--- config.mk ---
export PLATFORM = sky130hd
export DESIGN_NAME = branch_redirect_ctrl
export DESIGN_NICKNAME = d
export VERILOG_FILES = /design/src/rtl/branch_redirect_ctrl.sv
export SDC_FILE = /design/constraint.sdc
export NUM_CORES = 1
export LEC_CHECK = 0
export BUFFER_PORTS_ARGS = -buffer_cell sky130_fd_sc_hd__buf_4
export CAP_MARGIN = 40
export CORE_UTILIZATION = 55
export DETAILED_ROUTE_END_ITERATION = 16
export GPL_TIMING_DRIVEN = 0
export PLACE_DENSITY = 0.86
export SYNTH_ARGS = -nofsm -noshare
export SYNTH_HDL_FRONTEND = slang
export SYNTH_SLANG_ARGS = --single-unit
export TNS_END_PERCENT = 1
--- constraint.sdc ---
create_clock -name clk -period 3.85 [get_ports clk]
set_input_delay 0.385 -clock clk [delete_from_list [all_inputs] [get_ports clk]]
set_output_delay 0.385 -clock clk [all_outputs]
set_load 0.05 [all_outputs]
--- src/rtl/branch_redirect_ctrl.sv ---
// EX-stage branch redirect sequencer: decodes the branch condition, latches the target,
// drives a one-cycle PC select and a multi-cycle pipeline flush, and keeps branch statistics.
module branch_redirect_ctrl #(
    parameter int PC_W         = 32,
    parameter int FLUSH_CYCLES = 2,
    parameter int CNT_W        = 16
) (
    input  logic             clk,
    input  logic             reset,
    input  logic             branch,
    input  logic [2:0]       funct,
    input  logic             zero,
    input  logic             is_greater,
    input  logic [PC_W-1:0]  branch_target,
    input  logic             stall,
    output logic             pc_src,
    output logic [PC_W-1:0]  pc_target,
    output logic             flush_if_id,
    output logic             flush_id_ex,
    output logic             busy,
    output logic [CNT_W-1:0] branch_count,
    output logic [CNT_W-1:0] taken_count
);

    typedef enum logic [1:0] {
        IDLE,
        PENDING,
        FLUSH
    } state_t;

    localparam logic [2:0]       FLUSH_LOAD = 3'(FLUSH_CYCLES - 1);
    localparam logic [CNT_W-1:0] CNT_ONE    = CNT_W'(1);

    state_t     state, state_nxt;
    logic [2:0] flush_cnt, flush_cnt_nxt;
    logic       first, first_nxt;
    logic       taken;
    logic       count_branch, count_taken;

    always_comb begin
        case (funct)
            3'b000:  taken = zero;
            3'b001:  taken = !zero;
            3'b101:  taken = is_greater;
            default: taken = 1'b0;
        endcase
    end

    always_comb begin
        state_nxt     = state;
        flush_cnt_nxt = flush_cnt;
        first_nxt     = first;
        count_branch  = 1'b0;
        count_taken   = 1'b0;
        case (state)
            IDLE: begin
                if (branch) begin
                    count_branch = 1'b1;
                    if (taken) begin
                        count_taken = 1'b1;
                        if (stall) begin
                            state_nxt = PENDING;
                        end else begin
                            state_nxt     = FLUSH;
                            flush_cnt_nxt = FLUSH_LOAD;
                            first_nxt     = 1'b1;
                        end
                    end
                end
            end
            PENDING: begin
                if (!stall) begin
                    state_nxt     = FLUSH;
                    flush_cnt_nxt = FLUSH_LOAD;
                    first_nxt     = 1'b1;
                end
            end
            FLUSH: begin
                // A stalled cycle is not a flush cycle spent: counter and first-cycle flag hold.
                if (!stall) begin
                    first_nxt = 1'b0;
                    if (flush_cnt == 3'd0) begin
                        state_nxt = IDLE;
                    end else begin
                        flush_cnt_nxt = flush_cnt - 3'd1;
                    end
                end
            end
            default: state_nxt = IDLE;
        endcase

        pc_src      = (state == FLUSH) && first;
        flush_if_id = (state == FLUSH);
        flush_id_ex = (state == FLUSH);
        busy        = (state != IDLE);
    end

    always_ff @(posedge clk) begin
        if (!reset) begin
            state        <= IDLE;
            flush_cnt    <= '0;
            first        <= 1'b0;
            pc_target    <= '0;
            branch_count <= '0;
            taken_count  <= '0;
        end else begin
            state     <= state_nxt;
            flush_cnt <= flush_cnt_nxt;
            first     <= first_nxt;
            if (count_branch && (branch_count != '1)) begin
                branch_count <= branch_count + CNT_ONE;
            end
            if (count_taken) begin
                pc_target <= branch_target;
                if (taken_count != '1) begin
                    taken_count <= taken_count + CNT_ONE;
                end
            end
        end
    end

endmodule

==> results of run 1 <==
[area by class of cell]
class | instances | area [µm²] | share of cell area
multi-input combinational | 282 | 1818 | 0.4044
timing repair buffer | 106 | 795.8 | 0.1770
tap | 75 | 93.84 | 0.02087
clock inverter | 7 | 122.6 | 0.02728
clock buffer | 9 | 123.9 | 0.02755
inverter | 7 | 26.28 | 0.005845
sequential | 70 | 1401 | 0.3117
buffer | 22 | 113.9 | 0.02533
[synthesized netlist by cell type, types with 5 or more instances]
| master | n |
|---|---|
| a21boi_1 | 31 |
| a21oi_1 | 6 |
| and2_1 | 22 |
| and4_1 | 6 |
| clkbuf_1 | 14 |
| dfxtp_1 | 70 |
| inv_1 | 7 |
| mux2i_1 | 6 |
| nand2_1 | 83 |
| nand2b_1 | 10 |
| nand3_1 | 15 |
| nand4_1 | 7 |
| nor2_1 | 5 |
| o21ai_0 | 6 |
| xnor2_1 | 11 |
| xor2_1 | 7 |
[state kept, by name, summed over array words and instances (netlist names)]
register      cells
taken_count      16
pc_target        32
first             1
flush_cnt         3
branch_count     16
state             2
[cells by family after synthesis]
| logic type | after synthesis |
|---|---|
| AOI/OAI and AO/OA | 70 |
| adders and majority gates | 4 |
| buffers and inverters | 29 |
| xor gates and xnor gates | 18 |
| and+or+nand+nor | 184 |
| muxes | 6 |
| DFF | 70 |
[worst min-delay path by stage]
| stage | from | to | slack (ps) |
|---|---|---|---|
| 5_1_grt | branch_target[9] | pc_target[9] | 280 |
| 3_3_place_gp | pc_target[13] | pc_target[13] | 440 |
| 3_5_place_dp | pc_target[9] | pc_target[9] | 450 |
| 4_1_cts | branch_target[19] | pc_target[19] | 270 |
| 2_1_floorplan | first | first | 480 |
| 6_report | branch_target[19] | pc_target[19] | 280 |
[power groups by stage]
stage | combinational [µW] | sequential [µW] | clock, µW
2_1_floorplan | 84.6 | 819 | 0
4_1_cts | 213 | 753 | 733
3_5_place_dp | 212 | 770 | 0
6_report | 212 | 753 | 727
5_1_grt | 227 | 755 | 761
3_3_place_gp | 207 | 769 | 0
[per-stage QoR]
step	area (µm²)	power (µW)	util	cells	hold WS (ps)
3_5_place_dp	4249	982.1	0.7177	562	445.2
6_report	4496	1693	0.7593	578	277.1
4_1_cts	4496	1699	0.7593	578	269.0
5_1_grt	4496	1743	0.7593	578	280.2
3_3_place_gp	4249	975.9	0.7177	562	441.7
2_1_floorplan	3359	903.2	-	381	478.8
[layer usage]
layer | share of wire | vias up | GRT usage
met4 | 0.022 | 0 | 0.1286
met2 | 0.48 | 96 | 0.4453
li1 | - | 1552 | -
met3 | 0.060 | 15 | 0.05114
met5 | 0 | - | 0
met1 | 0.43 | 1476 | 0.3145
[worst reg2reg max path: stages (launching register included)]
cell and delay (ps):
dfxtp_1 420, ha_1 260, and3_1 240, nand3_1 90
nor3_1 410, a21oi_1 120, a31o_2 220
==> flow_summary.yaml, run 1 <==
synthesis:
  syn_nets: 426
  synthDistinctLibCells: 53
  synth-main-ff-cell: "dfxtp_1"
  syn_inst: 381
  synth_edf_count: 0
  syn_area_per_cell_um2: 8.818
  synthArstFlopShare: 0
  synth_top_area_share: 0.4171
  yosysTopAreaCell: "dfxtp_1"
  synth_compound_area_frac: 0.1546
  synth_xor_area_frac: 0.04693
  ys_seq_elements: 70
  synthSimpleGateAreaFrac: 0.3069
  synth_top_family_by_area: "simple AND/OR/NAND/NOR gates"
  syn_area_um2: 3359
  synth_fa_ha_area_frac: 0.01490
  synth-warning-count: 0
  ys_seq_area_frac: 0.4171
  synth_area_leaders: "dfxtp_1, nand2_1, a21boi_1"
  synth_mux_area_frac: 0.01788
critical_path:
  start_kind: "register"
  r2r_end: "taken_count[14]"
  crit_path_end_kind: "register"
  critical_path.startpoint: "taken_count[0]"
  cp_cell_sequence: "ha_1 -> and3_1 -> nand3_1 -> nor3_1 -> a21oi_1 -> a31o_2"
  reg2regPathDepth: 6
  cp_max_fo: 5
  crit_required_ps: 4090
  crit_family: "simple AND/OR/NAND/NOR gates"
  rrSetupSlack_ps: 1990
  slowest_delay_ps: 420
  crit_buf_inv: 0
  crit_type: "register to register"
  worstReg2RegStart: "taken_count[0]"
  endpoint: "taken_count[14]"
  worst-path-stages: 6
  slowest_stage: "dfxtp_1"
  arrival_ps: 2100
finish:
  layout_commonest_cell: "buf_4"
  nFillCells: 413
  final_cell_mix: "buf_4, nand2_1, dfxtp_1"
  syn2layout_area_growth_pct: 33.82
  final_nets: 543
  final_layout_size_suffix_gt1_frac: 0.3022
  antenna_cells: 0
cts:
  post-cts-setup-buffers: 0
  cts_sinks: 70
  cts_tree: "yes"
  cts_buffer_depth: 2
  clk_latency_ps: 350
  ctsResizeCount: 0
  clockRootBuffer: "clkbuf_8"
  cts_buffers: 9
  cts-hold-fix-buffers: 0
  htree_levels: 3
  clk_pin_slew_ps: 80
place:
  dp_slack_ps: 1810
  hpwl_mm: 6.087
  routabilityCongestion: 0.8106
  io_buffers: 106
route:
  via_per_inst: 5.431
  vias: 3139
  ant_nets: 0
  totalWireLength_mm: 8.301
  wl_per_cell_um: 14.36
  first_pass_iters: 4
  drc: 0
  drtIter0Drc: 191
timing:
  rsz0062_at_grt: "false"
  clock.fmax_mhz: 537.1
  hold_viol: 0
  relSlewSlack: 0.6581
  tightest_slew_ps: 512.9
  timing.final.ws_setup_ps: 1988
  totalNegativeSetupSlack_ps: 0
  finalCritPeriodShare: 0.4836
  fin_crit_ps: 1862
  fin_skew_ps: 10.49
  setup_viol: 0
  finalMaxSlewViolations: 0
floorplanning:
  core_region_area_um2: 5921
  die_y_um: 80.16
  num_rows: 28
  floorplan.initialDensity: 0.5674
  die-width_um: 80.16
  die-area_um2: 6425
  pin_count: 109
power:
  powerDensity_nw_per_um2: 376.5
  combPwrFrac: 0.125
  switching_share: 0.2582
  seqPwrFrac: 0.445
  p_clk_frac: 0.430
  leakage_uw: 0.001948
  p_sw_uw: 437.1
  p_int_uw: 1256
  ir_worst_vdd_mv: 0.3333
grt:
  grt_pass1_wl_mm: 12.94
  grt_util_all_layers: 0.2619
  grt_remaining_overflow: 0
  antenna_found_initial: 0
  grt_max_degree: 14
  first_global_vias: 2780
min_path:
  hold_depth: 3
  hp-class: "input port to register"
outcome:
  status: "complete, no violations"
run:
  maxCapViolCount: 0
No activity file was read; power rests on OpenSTA's default activity.
==> run 2: changes to the inputs <==
Settings changed: CORE_UTILIZATION 55 to 51, PLACE_DENSITY 0.86 to 0.8.
Clock period 3.85 ns to 1.8 ns, I/O delays scaled along.
==> run 2 against run 1 <==
Net effect:
- worst hold slack got worse by 190 ps
- die area up 7.6%
- largest cell class unchanged
- first-iteration DRC count fell by 42%
- critical endpoint is now pc_target[0]
==> flow_summary.yaml, run 2 (synthesized netlist as in run 1, its figures left out) <==
outcome:
  status: "complete, no violations"
finish:
  largest-register: "pc_target"
  nFillCells: 503
  final_cell_mix: "buf_4, nand2_1, dfxtp_1"
  syn2layout_area_growth_pct: 37.50
  layout_commonest_cell: "buf_4"
  antenna_cells: 0
  utilization: 0.7275
  final_layout_size_suffix_gt1_frac: 0.3571
  reg_top3: "pc_target x32, branch_count x16, taken_count x16"
  largest_reg_flops: 32
  final_nets: 544
  finish.instance_area_um2: 4619
timing:
  hold_viol: 0
  holdWs_ps: 85.67
  setup_viol: 0
  fin_crit_ps: 1749
  finalCritPeriodShare: 0.9718
  clock.fmax_mhz: 571.7
  rsz0062_at_grt: "true"
  tightest_slew_ps: 526.0
  totalNegativeSetupSlack_ps: 0
  finalMaxSlewViolations: 0
  relSlewSlack: 0.6494
  fin_skew_ps: 8.023
place:
  placed_cell_area_um2: 4270
  io_buffers: 106
  routabilityCongestion: 0.8243
  hpwl_mm: 5.927
cts:
  cts-hold-fix-buffers: 0
  clk_pin_slew_ps: 80
  cts_buffer_depth: 2
  htree_levels: 3
  cts_sinks: 70
  cts_tree: "yes"
  clk_latency_ps: 340
  cts_buffers: 9
  clockRootBuffer: "clkbuf_8"
critical_path:
  cp_cell_sequence: "buf_6 -> or3b_4 -> or2_1 -> clkbuf_1 -> buf_2 -> nand2_1 -> a21boi_1"
  crit_family: "simple AND/OR/NAND/NOR gates"
  arrival_ps: 1980
  crit_type: "register to register"
  critical_path.startpoint: "state[1]"
  slowest_delay_ps: 410
  worstReg2RegStart: "state[1]"
  cp_max_fo: 10
  crit_buf_inv: 3
  crit_path_end_kind: "register"
  slowest_stage: "or3b_4"
  crit_required_ps: 2030
  start_kind: "register"
floorplanning:
  floorplan.initialDensity: 0.5291
  die_y_um: 83.16
  pin_count: 109
  core_region_area_um2: 6350
  die-width_um: 83.16
  num_rows: 29
  die-area_um2: 6916
run:
  maxCapViolCount: 0
grt:
  first_global_vias: 2949
  grt_remaining_overflow: 0
  antenna_found_initial: 0
  grt_max_degree: 13
  grt_pass1_wl_mm: 13.59
  grt_util_all_layers: 0.2417
power:
  powerDensity_nw_per_um2: 786.4
  ir_worst_vdd_mv: 0.6467
  leakage_uw: 0.002010
route:
  first_pass_iters: 4
  drtIter0Drc: 110
  wl_per_cell_um: 14.06
  vias: 3113
  via_per_inst: 5.358
  totalWireLength_mm: 8.170
  drc: 0
  ant_nets: 0
min_path:
  min-delay-start: "branch_target[20]"
  hp-class: "input port to register"
run 2: cell types whose count changed in the layout (fill, tap and decap cells not counted), moves of 3 or more:
cell	change
dfxtp_2	+16
nand3_1	-3
nand3_2	+3
nor3_4	+3
dfxtp_1	-16
buf_4	+5
run 2: repair_timing:
action	CTS	global route
setup endpoints to repair	33	53
pin swaps	0	8
resized for setup	6	22
setup buffers	0	2
run 2: path summary, 6_finish.rpt:
| kind | endpoint | slack, ps | cells past startpoint |
|---|---|---|---|
| max | pc_target[0] | 50 | 7 |
| min | pc_target[20] | 90 | 3 |
| max reg2reg | pc_target[0] | 50 | 7 |
| min reg2reg | pc_target[22] | 460 | 2 |
run 2: stage by stage:
| step | std cells | setup WS, ps | total power [µW] |
|---|---|---|---|
| 5_1_grt | 581 | -26.15 | 3781 |
| 3_5_place_dp | 564 | -20.11 | 2103 |
| 6_report | 581 | 50.82 | 3633 |
| 3_3_place_gp | 564 | 13.60 | 2094 |
| 4_1_cts | 580 | -10.65 | 3655 |
| 2_1_floorplan | 381 | -55.52 | 1933 |
run 2: layer usage:
layer | global-route usage | share of wire
met5 | 0 | 0
met4 | 0.1097 | 0.014
met3 | 0.04374 | 0.054
met2 | 0.4024 | 0.49
met1 | 0.3045 | 0.44
run 2: final cells by class:
type                       count  area (µm²)  area share
inverter                       7       26.28    0.005688
clock buffer                  11       141.4     0.03061
multi-input combinational    282        1893      0.4098
tap                           77       96.34     0.02086
clock inverter                 5       106.4     0.02302
timing repair buffer         108       810.8      0.1755
sequential                    70        1421      0.3077
buffer                        21       123.9     0.02681
run 2: power breakdown:
part           switching, µW  internal (µW)  leakage, µW
Clock                    591            962     0.000120
Combinational            281            184      0.00132
Sequential              29.2           1590     0.000574
Total                    901           2730      0.00201
run 2: tightest hold or removal path: cells and delay by family:
kind / cells / cell delay, ps
compound gates: 1 / 50
buf+inv: 1 / 110
simple gates: 1 / 50
